**config.mk**
```make
export PLATFORM = sky130hd
export DESIGN_NAME = seq_controller
export DESIGN_NICKNAME = d
export VERILOG_FILES = /design/src/rtl/seq_ctrl_pkg.sv /design/src/rtl/seq_ctrl_decode.sv /design/src/rtl/seq_controller.sv
export SDC_FILE = /design/constraint.sdc
export NUM_CORES = 1
export LEC_CHECK = 0
export BUFFER_PORTS_ARGS = -buffer_cell sky130_fd_sc_hd__buf_2
export CAP_MARGIN = 20
export CORE_ASPECT_RATIO = 0.6
export CORE_MARGIN = 10
export CORE_UTILIZATION = 38
export CTS_CLUSTER_DIAMETER = 30
export DETAILED_ROUTE_END_ITERATION = 16
export GPL_ROUTABILITY_DRIVEN = 0
export PLACE_DENSITY_LB_ADDON = 0.3
export SYNTH_ARGS = -nofsm -noshare
export SYNTH_HDL_FRONTEND = slang
export SYNTH_SLANG_ARGS = --single-unit
```
**constraint.sdc**
```tcl
create_clock -name clk -period 2 [get_ports clk]
set_input_delay 0.4 -clock clk [delete_from_list [all_inputs] [get_ports clk]]
set_output_delay 0.4 -clock clk [all_outputs]
set_load 0.02 [all_outputs]
```
**src/rtl/seq_ctrl_pkg.sv**
```systemverilog
// seq_ctrl_pkg: shared types and constants for the sequence controller.
//   step_e  - control step (FETCH, S1, S2, S3), encoded as seen on the step port
//   class_e - instruction class field
//   kind_e  - execution kind produced by seq_ctrl_decode
//   Op*     - class-00 opcode values; AluAdd/AluSub - ALUcont codes for ADDI/SUBI
package seq_ctrl_pkg;

   typedef enum logic [1:0] {
      StFetch = 2'd0,
      StS1    = 2'd1,
      StS2    = 2'd2,
      StS3    = 2'd3
   } step_e;

   typedef enum logic [1:0] {
      ClsReg  = 2'b00,
      ClsRsvd = 2'b01,
      ClsAddi = 2'b10,
      ClsSubi = 2'b11
   } class_e;

   typedef enum logic [2:0] {
      KindLoad,
      KindCopy,
      KindUnary,
      KindAlu,
      KindImm,
      KindIllegal
   } kind_e;

   localparam logic [3:0] OpLoad = 4'b0000;
   localparam logic [3:0] OpCopy = 4'b0001;
   localparam logic [3:0] OpAdd  = 4'b0010;
   localparam logic [3:0] OpSub  = 4'b0011;
   localparam logic [3:0] OpInv  = 4'b0100;
   localparam logic [3:0] OpFlp  = 4'b0101;
   localparam logic [3:0] OpAnd  = 4'b0110;
   localparam logic [3:0] OpOr   = 4'b0111;

   localparam logic [3:0] AluAdd = 4'b0010;
   localparam logic [3:0] AluSub = 4'b0011;

endpackage

```
**src/rtl/seq_ctrl_decode.sv**
```systemverilog
// seq_ctrl_decode: combinational classification of the latched instruction.
//   cls  in  2  instruction class field
//   op   in  4  opcode field
//   kind out    execution kind (LOAD/COPY/UNARY/ALU/IMM/ILLEGAL)
// Macro SEQ_CONTROLLER_ILLEGAL_TRAP_EN: undefined encodings decode as ILLEGAL;
// otherwise they run as a three-step register ALU operation.
module seq_ctrl_decode
   import seq_ctrl_pkg::*;
(
   input  class_e      cls,
   input  logic [3:0]  op,
   output kind_e       kind
);

`ifdef SEQ_CONTROLLER_ILLEGAL_TRAP_EN
   localparam kind_e KindUndef = KindIllegal;
`else
   localparam kind_e KindUndef = KindAlu;
`endif

   always_comb begin
      kind = KindUndef;
      unique case (cls)
         ClsReg: begin
            case (op)
               OpLoad:                     kind = KindLoad;
               OpCopy:                     kind = KindCopy;
               OpInv, OpFlp:               kind = KindUnary;
               OpAdd, OpSub, OpAnd, OpOr:  kind = KindAlu;
               default:                    kind = KindUndef;
            endcase
         end
         ClsRsvd:          kind = KindUndef;
         ClsAddi, ClsSubi: kind = KindImm;
      endcase
   end

endmodule

```
**src/rtl/seq_controller.sv**
```systemverilog
// seq_controller: multi-step instruction sequencer for a simple register datapath.
// Ports:
//   clk, reset (async, active-high)
//   run, hold, instr_valid, instr[INSTRW-1:0]   fetch/stall control and instruction
//   instr_ready, IRin, Ext, ENW, ENR, Ain, Gin, Gout, imm_sel   datapath strobes
//   Rin, Rout [RW-1:0], ALUcont[3:0], IMM[IMMW-1:0]             selects / function / immediate
//   done (last-step pulse), step[1:0] (current step)
//   illegal (only with SEQ_CONTROLLER_ILLEGAL_TRAP_EN) sticky illegal-instruction flag
// Instruction fields, MSB first: [class 2 | rx RW | ry RW | op 4].
module seq_controller
   import seq_ctrl_pkg::*;
#(
   parameter  int unsigned NREG   = 4,
   localparam int unsigned RW     = $clog2(NREG),
   localparam int unsigned IMMW   = RW + 4,
   localparam int unsigned INSTRW = 2 + 2 * RW + 4
) (
   input  logic              clk,
   input  logic              reset,
   input  logic              run,
   input  logic              hold,
   input  logic              instr_valid,
   input  logic [INSTRW-1:0] instr,
   output logic              instr_ready,
   output logic              IRin,
   output logic              Ext,
   output logic              ENW,
   output logic              ENR,
   output logic              Ain,
   output logic              Gin,
   output logic              Gout,
   output logic              imm_sel,
   output logic [RW-1:0]     Rin,
   output logic [RW-1:0]     Rout,
   output logic [3:0]        ALUcont,
   output logic [IMMW-1:0]   IMM,
   output logic              done,
   output logic [1:0]        step
`ifdef SEQ_CONTROLLER_ILLEGAL_TRAP_EN
   ,
   output logic              illegal
`endif
);

   step_e             step_q, step_d;
   logic [INSTRW-1:0] ir_q, ir_d;

   class_e        cls;
   logic [RW-1:0] rx, ry;
   logic [3:0]    op;
   logic [3:0]    alu_fn;
   kind_e         kind;

   assign cls = class_e'(ir_q[INSTRW-1 -: 2]);
   assign rx  = ir_q[2*RW+3 -: RW];
   assign ry  = ir_q[RW+3 -: RW];
   assign op  = ir_q[3:0];

   // Immediate forms reuse the ADD/SUB ALU codes; register forms pass op through.
   assign alu_fn = (kind == KindImm) ? ((cls == ClsSubi) ? AluSub : AluAdd) : op;

   seq_ctrl_decode u_decode (
      .cls  (cls),
      .op   (op),
      .kind (kind)
   );

   always_ff @(posedge clk or posedge reset) begin
      if (reset) begin
         step_q <= StFetch;
         ir_q   <= '0;
      end else begin
         step_q <= step_d;
         ir_q   <= ir_d;
      end
   end

   always_comb begin
      step_d      = step_q;
      ir_d        = ir_q;
      instr_ready = 1'b0;
      IRin        = 1'b0;
      Ext         = 1'b0;
      ENW         = 1'b0;
      ENR         = 1'b0;
      Ain         = 1'b0;
      Gin         = 1'b0;
      Gout        = 1'b0;
      imm_sel     = 1'b0;
      Rin         = '0;
      Rout        = '0;
      ALUcont     = '0;
      IMM         = '0;
      done        = 1'b0;

      unique case (step_q)
         StFetch: begin
            instr_ready = 1'b1;
            Ext         = 1'b1;
            IRin        = instr_valid & run;
            if (instr_valid && run) begin
               ir_d   = instr;
               step_d = StS1;
            end
         end
         StS1: begin
            step_d = StS2;
            case (kind)
               KindLoad: begin
                  Ext    = 1'b1;
                  ENW    = 1'b1;
                  Rin    = rx;
                  done   = 1'b1;
                  step_d = StFetch;
               end
               KindCopy: begin
                  ENR    = 1'b1;
                  Rout   = ry;
                  ENW    = 1'b1;
                  Rin    = rx;
                  done   = 1'b1;
                  step_d = StFetch;
               end
               KindUnary: begin
                  ENR     = 1'b1;
                  Rout    = ry;
                  Gin     = 1'b1;
                  ALUcont = op;
               end
               KindImm: begin
                  imm_sel = 1'b1;
                  IMM     = ir_q[IMMW-1:0];
                  Ain     = 1'b1;
               end
               KindIllegal: begin
                  done   = 1'b1;
                  step_d = StFetch;
               end
               default: begin
                  ENR  = 1'b1;
                  Rout = ry;
                  Ain  = 1'b1;
               end
            endcase
         end
         StS2: begin
            if (kind == KindUnary) begin
               Gout   = 1'b1;
               ENW    = 1'b1;
               Rin    = rx;
               done   = 1'b1;
               step_d = StFetch;
            end else begin
               ENR     = 1'b1;
               Rout    = rx;
               Gin     = 1'b1;
               ALUcont = alu_fn;
               step_d  = StS3;
            end
         end
         StS3: begin
            Gout   = 1'b1;
            ENW    = 1'b1;
            Rin    = rx;
            done   = 1'b1;
            step_d = StFetch;
         end
      endcase

      // A held execution step keeps its selects visible but commits nothing.
      if (step_q != StFetch && hold) begin
         step_d = step_q;
         ENW    = 1'b0;
         Gin    = 1'b0;
         Ain    = 1'b0;
         IRin   = 1'b0;
         done   = 1'b0;
      end
   end

   assign step = step_q;

`ifdef SEQ_CONTROLLER_ILLEGAL_TRAP_EN
   logic illegal_q, illegal_d;

   assign illegal_d = illegal_q | (step_q == StS1 && kind == KindIllegal && !hold);

   always_ff @(posedge clk or posedge reset) begin
      if (reset) illegal_q <= 1'b0;
      else       illegal_q <= illegal_d;
   end

   assign illegal = illegal_q;
`endif

endmodule
```
* Word level (Yosys, flattened, before mapping)
Memories as Yosys holds them, arrays and structs flattened.
Index checks and enable logic that the tools add are counted.
** Operators by class
- Bitwise operators :: 2
- Mux-type cells :: 42
- Eq/ne operators :: 11
- Reductions and logical operators :: 13
** Operators with widths (count)
- 1-bit 2-to-1 mux :: 18
- 2-bit 2-to-1 mux :: 7
- 4-bit 2-to-1 mux :: 3
- 6-bit 2-to-1 mux :: 2
- 3-bit one-hot mux with 3 select lines :: 1
- 2-bit == test (second input constant) :: 4
- 1-bit one-hot mux with 2 select lines :: 4
- 2-bit one-hot mux with 4 select lines :: 1
- 4-bit one-hot mux with 2 select lines :: 1
- 3-bit == test (second input constant) :: 2
- 1-bit one-hot mux with 3 select lines :: 2
- 2-bit one-hot mux with 3 select lines :: 1
- 3-bit OR reduction :: 2
- 2-bit by 1-bit == test with 1-bit output (second input constant) :: 2
- 2-bit logical NOT :: 2
- 2-bit one-hot mux with 2 select lines :: 1
- 2-bit AND reduction :: 2
- 2-bit OR reduction :: 2
- 4-bit OR reduction :: 1
- 3-bit by 1-bit == test with 1-bit output (second input constant) :: 1
- 3-bit by 2-bit == test with 1-bit output (second input constant) :: 1
- 3-bit logical NOT :: 1
- 3-bit 2-to-1 mux :: 1
- 1-bit logical AND :: 2
- 4 further kinds :: 4
** Word-level totals
- Memory bits (read-only) :: 16
- Bits of input ports :: 15
- Memories kept :: 1
- Bits in registers :: 12
- Output and inout bits :: 26
** Memories
- (name not given) :: words 8, bits a word 2, rd ports 1, clocked after Yosys merged registers in 0, wr ports 0, RTL line seq_ctrl_decode.sv:25 : case (op)

* Longest topological paths before layout
- Depth after elaboration :: 8
- Mapped depth :: 6
- Gate-level depth less buffers :: 5

* Modules after synthesis
A second synthesis with hierarchy kept.
** Unflattened totals
- Cell total of the unflattened synthesis :: 112
- Area total of the unflattened synthesis :: 1044.8 µm²
** By module, submodules not included
- seq_controller :: sequential area each 300.3 µm², area an instance 1003.5 µm², cells each 106, instances 1
- seq_ctrl_decode :: sequential area each 0.0 µm², area an instance 41.3 µm², cells each 6, instances 1

* Least setup slack after synthesis
OpenSTA, ideal clock, no wires.
- Path kind :: register to output
- Start :: reg step_q[0], in the netlist step[0]
- End :: out ENW
- Arrival time :: 1.723 ns
- Required time :: 1.600 ns
- Cell stages (with the launch flop) :: 5
- Buffers on the path :: 0
- Slack :: -0.123 ns
- Cell sequence :: dfrtp_1 > inv_1 > ha_1 > nor2_1 > a21boi_0
** On the way
- Longest elaborated chain between the ends :: 3
- Elaborated cells on any way between the ends :: 7
- Classes of those cells :: 3 x eq/ne; 2 x mux; 2 x reduce/logical
** Ends and longest elaborated chain
- from (decl) :: RTL line seq_controller.sv:45 : step_e step_q, step_d;
- from (signal assigned) :: RTL line seq_controller.sv:70 : step_q <= StFetch;
- from (signal assigned) :: RTL line seq_controller.sv:73 : step_q <= step_d;
- 2-bit == test (tied with other cells) :: RTL line seq_controller.sv:96 : unique case (step_q)
- 1-bit one-hot mux with 3 select lines / 1-bit logical AND (equally long branches) :: RTL line seq_controller.sv:96, seq_controller.sv:171
- 1-bit 2-to-1 mux * :: RTL line seq_controller.sv:171 : if (step_q != StFetch && hold) begin
- to (decl) :: RTL line seq_controller.sv:27 : output logic ENW,
Mark *: on every way between the ends. The rest lies on a longest branch, timed or not.

* Worst setup path in the final report
- Start :: reg ir_q[8]
- End :: out Rout[0]
** On the way
- Longest elaborated chain between the ends :: 7
- Elaborated cells on any way between the ends :: 14
- Classes of those cells :: 6 x eq/ne; 4 x mux; 4 x reduce/logical
** Ends and longest elaborated chain
- from (decl) :: RTL line seq_controller.sv:46 : logic [INSTRW-1:0] ir_q, ir_d;
- from (signal assigned) :: RTL line seq_controller.sv:74 : ir_q <= ir_d;
- 2-bit == test :: RTL line seq_ctrl_decode.sv:23 : unique case (cls)
- 2-bit OR reduction :: RTL line seq_ctrl_decode.sv:23
- 3-bit one-hot mux with 3 select lines * :: RTL line seq_ctrl_decode.sv:23
- 3-bit == test / 3-bit logical NOT (equally long branches) :: RTL line seq_controller.sv:108 : case (kind)
- 3-bit OR reduction (no line)
- 2-bit 2-to-1 mux :: RTL line seq_controller.sv:108
- 2-bit one-hot mux with 2 select lines * :: RTL line seq_controller.sv:96
- to (decl) :: RTL line seq_controller.sv:34 : output logic [RW-1:0] Rout,
Marked as above.

==> results.cfg <==
[run_status]
run_status = complete, but fails checks
violations = setup timing

[yosys]
ys_ff_latch = 12
yosysSeqAreaShare_pct = 35.87
async_flop_share_pct = 100.0
synth_nets = 106
ys_types = 30
post-synth-top-area-cell = dfrtp_1
synth.most_common_cell = dfrtp_1
synthTopCellsByCount = dfrtp_1, mux2_2, and3_1
yosys-top-cells-area = dfrtp_1, mux2_2, and3_1
yosys_warnings = 0
synth_area_per_cell_um2 = 9.621
synth_top_area_share_pct = 35.87
netlist_instances = 87
synth_flop_cell = dfrtp_1
synth-edff-count = 0
mappedNetlistArea_um2 = 837.1

[global_route]
grt_pass1_vias = 1017
grtUsageTotal_pct = 13.57
grt_max_degree = 13
gr-total-overflow = 0
antenna_found_initial = 0
grt_pass1_wl_mm = 4.988

[clocking]
root_buffer = clkbuf_8
cts.hold.buffers_added = 0
clock_path_buffers = 2
htreeDepth = 1
clkTransAtPathRegs_ns = 0.06
clk_latency_ns = 0.25
numClockSinks = 12
cts_tree = built
cts_buffers = 3

[route]
wirelength_mm = 3.144
avgRoutedWirePerCell_um = 17.56
drt_iter0_drc = 34
postRouteAntennaNets = 0
route.detailed.drc = 0
vias = 945
drt-pass1-iter-count = 4
via_per_inst = 5.279

[power]
leakage_nw = 0.7593
finalPower_mw = 2.631
ir_drop_uv = 921.3
p_per_area_nw_per_um2 = 1780

[sta]
setup_viol = 12
worst_slack_ns = -0.1754
rsz0062_at_grt = true
relSlewSlack_pct = 68.38
hold_violations = 0
timing.fmax_ghz = 0.4597
skew_ns = 0.003303
layout_min_cycle_time_ns = 2.175
worst_hold_slack_ns = 0.1567
fin_crit_sh_pct = 108.8
final-max-slew-violation-count = 0
worstMarginPinSlew_ns = 0.4738

[finish]
fin_nets = 169
final_util_pct = 69.35
diodes = 0
drive_gt1_share_pct = 69.13
syn2layout_area_growth_pct = 76.53
regArea_um2 = 304.0
final.fill_count = 160
multi_input_comb_area_um2 = 610.6
final_cells = 179

[setup_path]
worstRegToRegCells = 4
crit_required_ns = 1.60
reg2reg_slack_ns = 0.38
critPathSlowestCell = or4_1
end_kind = primary output
r2r_start = ir_q[9]$_DFFE_PP0P_
cp_max_fo = 4
cp.arrival_ns = 1.78
crit_chain = or4_1 > o211a_1 > a32o_2 > buf_6
r2r-end = step[0]$_DFFE_PP0P_
crit_type = reg2out
cp_slowest_stage_delay_ns = 0.50
start_kind = flop

[placement]
io_buffers = 40
dp.cells = 166
dp_hpwl_mm = 2.207

[floorplan]
die_w_um = 80.59
io_pins = 41
coreArea_um2 = 2131
die_y_um = 56.36
rows = 13
fp.dieArea_um2 = 4542
start_util_pct = 39.28

[run]
drv_cap = 0

[min_path]
min_path_type = in2async
-- timing repair --
action	CTS	global route
setup endpoints to repair	16	16
pin swaps	5	4
resized for setup	36	19
setup buffers	6	3
-- cell type report --
class                           instances  share of cell area (%)
Multi-Input combinational cell         64                   41.32
Timing Repair Buffer                   63                   29.97
Sequential cell                        12                   20.58
Clock buffer                            4                   3.726
Tap cell                               30                   2.540
Inverter                                6                   1.863
-- critical path: cells and delay by family, from the launching register on --
| kind | cells | cell delay, ns |
|---|---|---|
| DFF | 1 | 0.41 |
| buffers and inverters | 1 | 0.13 |
| and+or+nand+nor | 1 | 0.50 |
| AOI/OAI and AO/OA | 2 | 0.50 |
-- layer usage --
metal  global-route usage, %  wire length, um  up-vias  share of wire, %
li1                        -                -      444                 -
met1                   15.61             1344      454                43
met2                   21.38             1455       39                46
met3                   6.349              276        8               8.8
met4                   4.750               68        0               2.2
met5                       0                0        -                 0
-- worst max path at each step --
stage                                   start  slack [ns]  endpoint  depth (start not counted)
after floorplan           step[0]$_DFFE_PP0P_       -0.04       ENW                          4
after global placement    ir_q[8]$_DFFE_PP0P_         0.1   Rout[1]                          4
after detailed placement  ir_q[9]$_DFFE_PP0P_        0.07   Rout[0]                          5
after CTS                 ir_q[8]$_DFFE_PP0P_       -0.17   Rout[0]                          4
after global routing      ir_q[8]$_DFFE_PP0P_       -0.24   Rout[1]                          4
final                     ir_q[8]$_DFFE_PP0P_       -0.18   Rout[0]                          4
-- layout by cell type (no fill, tap or decap), drive strengths merged, types with 3 or more instances in the layout --
cell / n
clkbuf: 4
a21boi: 3
ha: 4
nand2b: 3
and3: 8
nand3: 5
buf: 63
inv: 6
a21oi: 5
mux2: 10
dfrtp: 12
nand2: 3
-- stage by stage --
stage | setup slack, ns | TNS (ns) | cell area (um2)
after floorplan | -0.04131 | -0.08261 | 839.6
after global placement | 0.09942 | 0 | 1162
after detailed placement | 0.07203 | 0 | 1162
after CTS | -0.1722 | -1.125 | 1389
after global routing | -0.2388 | -2.224 | 1478
final | -0.1754 | -1.312 | 1478
-- state kept, by name, summed over array words and instances, names as in the netlist --
signal  cells
ir_q       10
step        2
-- power by group --
group / internal, mW / switching, mW / leakage, nW
Combinational: 0.899 / 0.936 / 0.591
Clock: 0.174 / 0.0973 / 0.0288
Sequential: 0.372 / 0.152 / 0.140
Total: 1.45 / 1.19 / 0.759
-- kinds of logic (layout without fill, tap and decap cells) --
| logic type | after synthesis | after routing | synth area share, % |
|---|---|---|---|
| flops | 12 | 12 | 35.87 |
| simple gates | 30 | 30 | 22.42 |
| compound gates | 20 | 20 | 17.19 |
| buf+inv | 11 | 73 | 5.081 |
| fa+ha+maj | 4 | 4 | 5.979 |
| mux | 10 | 10 | 13.45 |
Power figures use the tool's default switching activity.
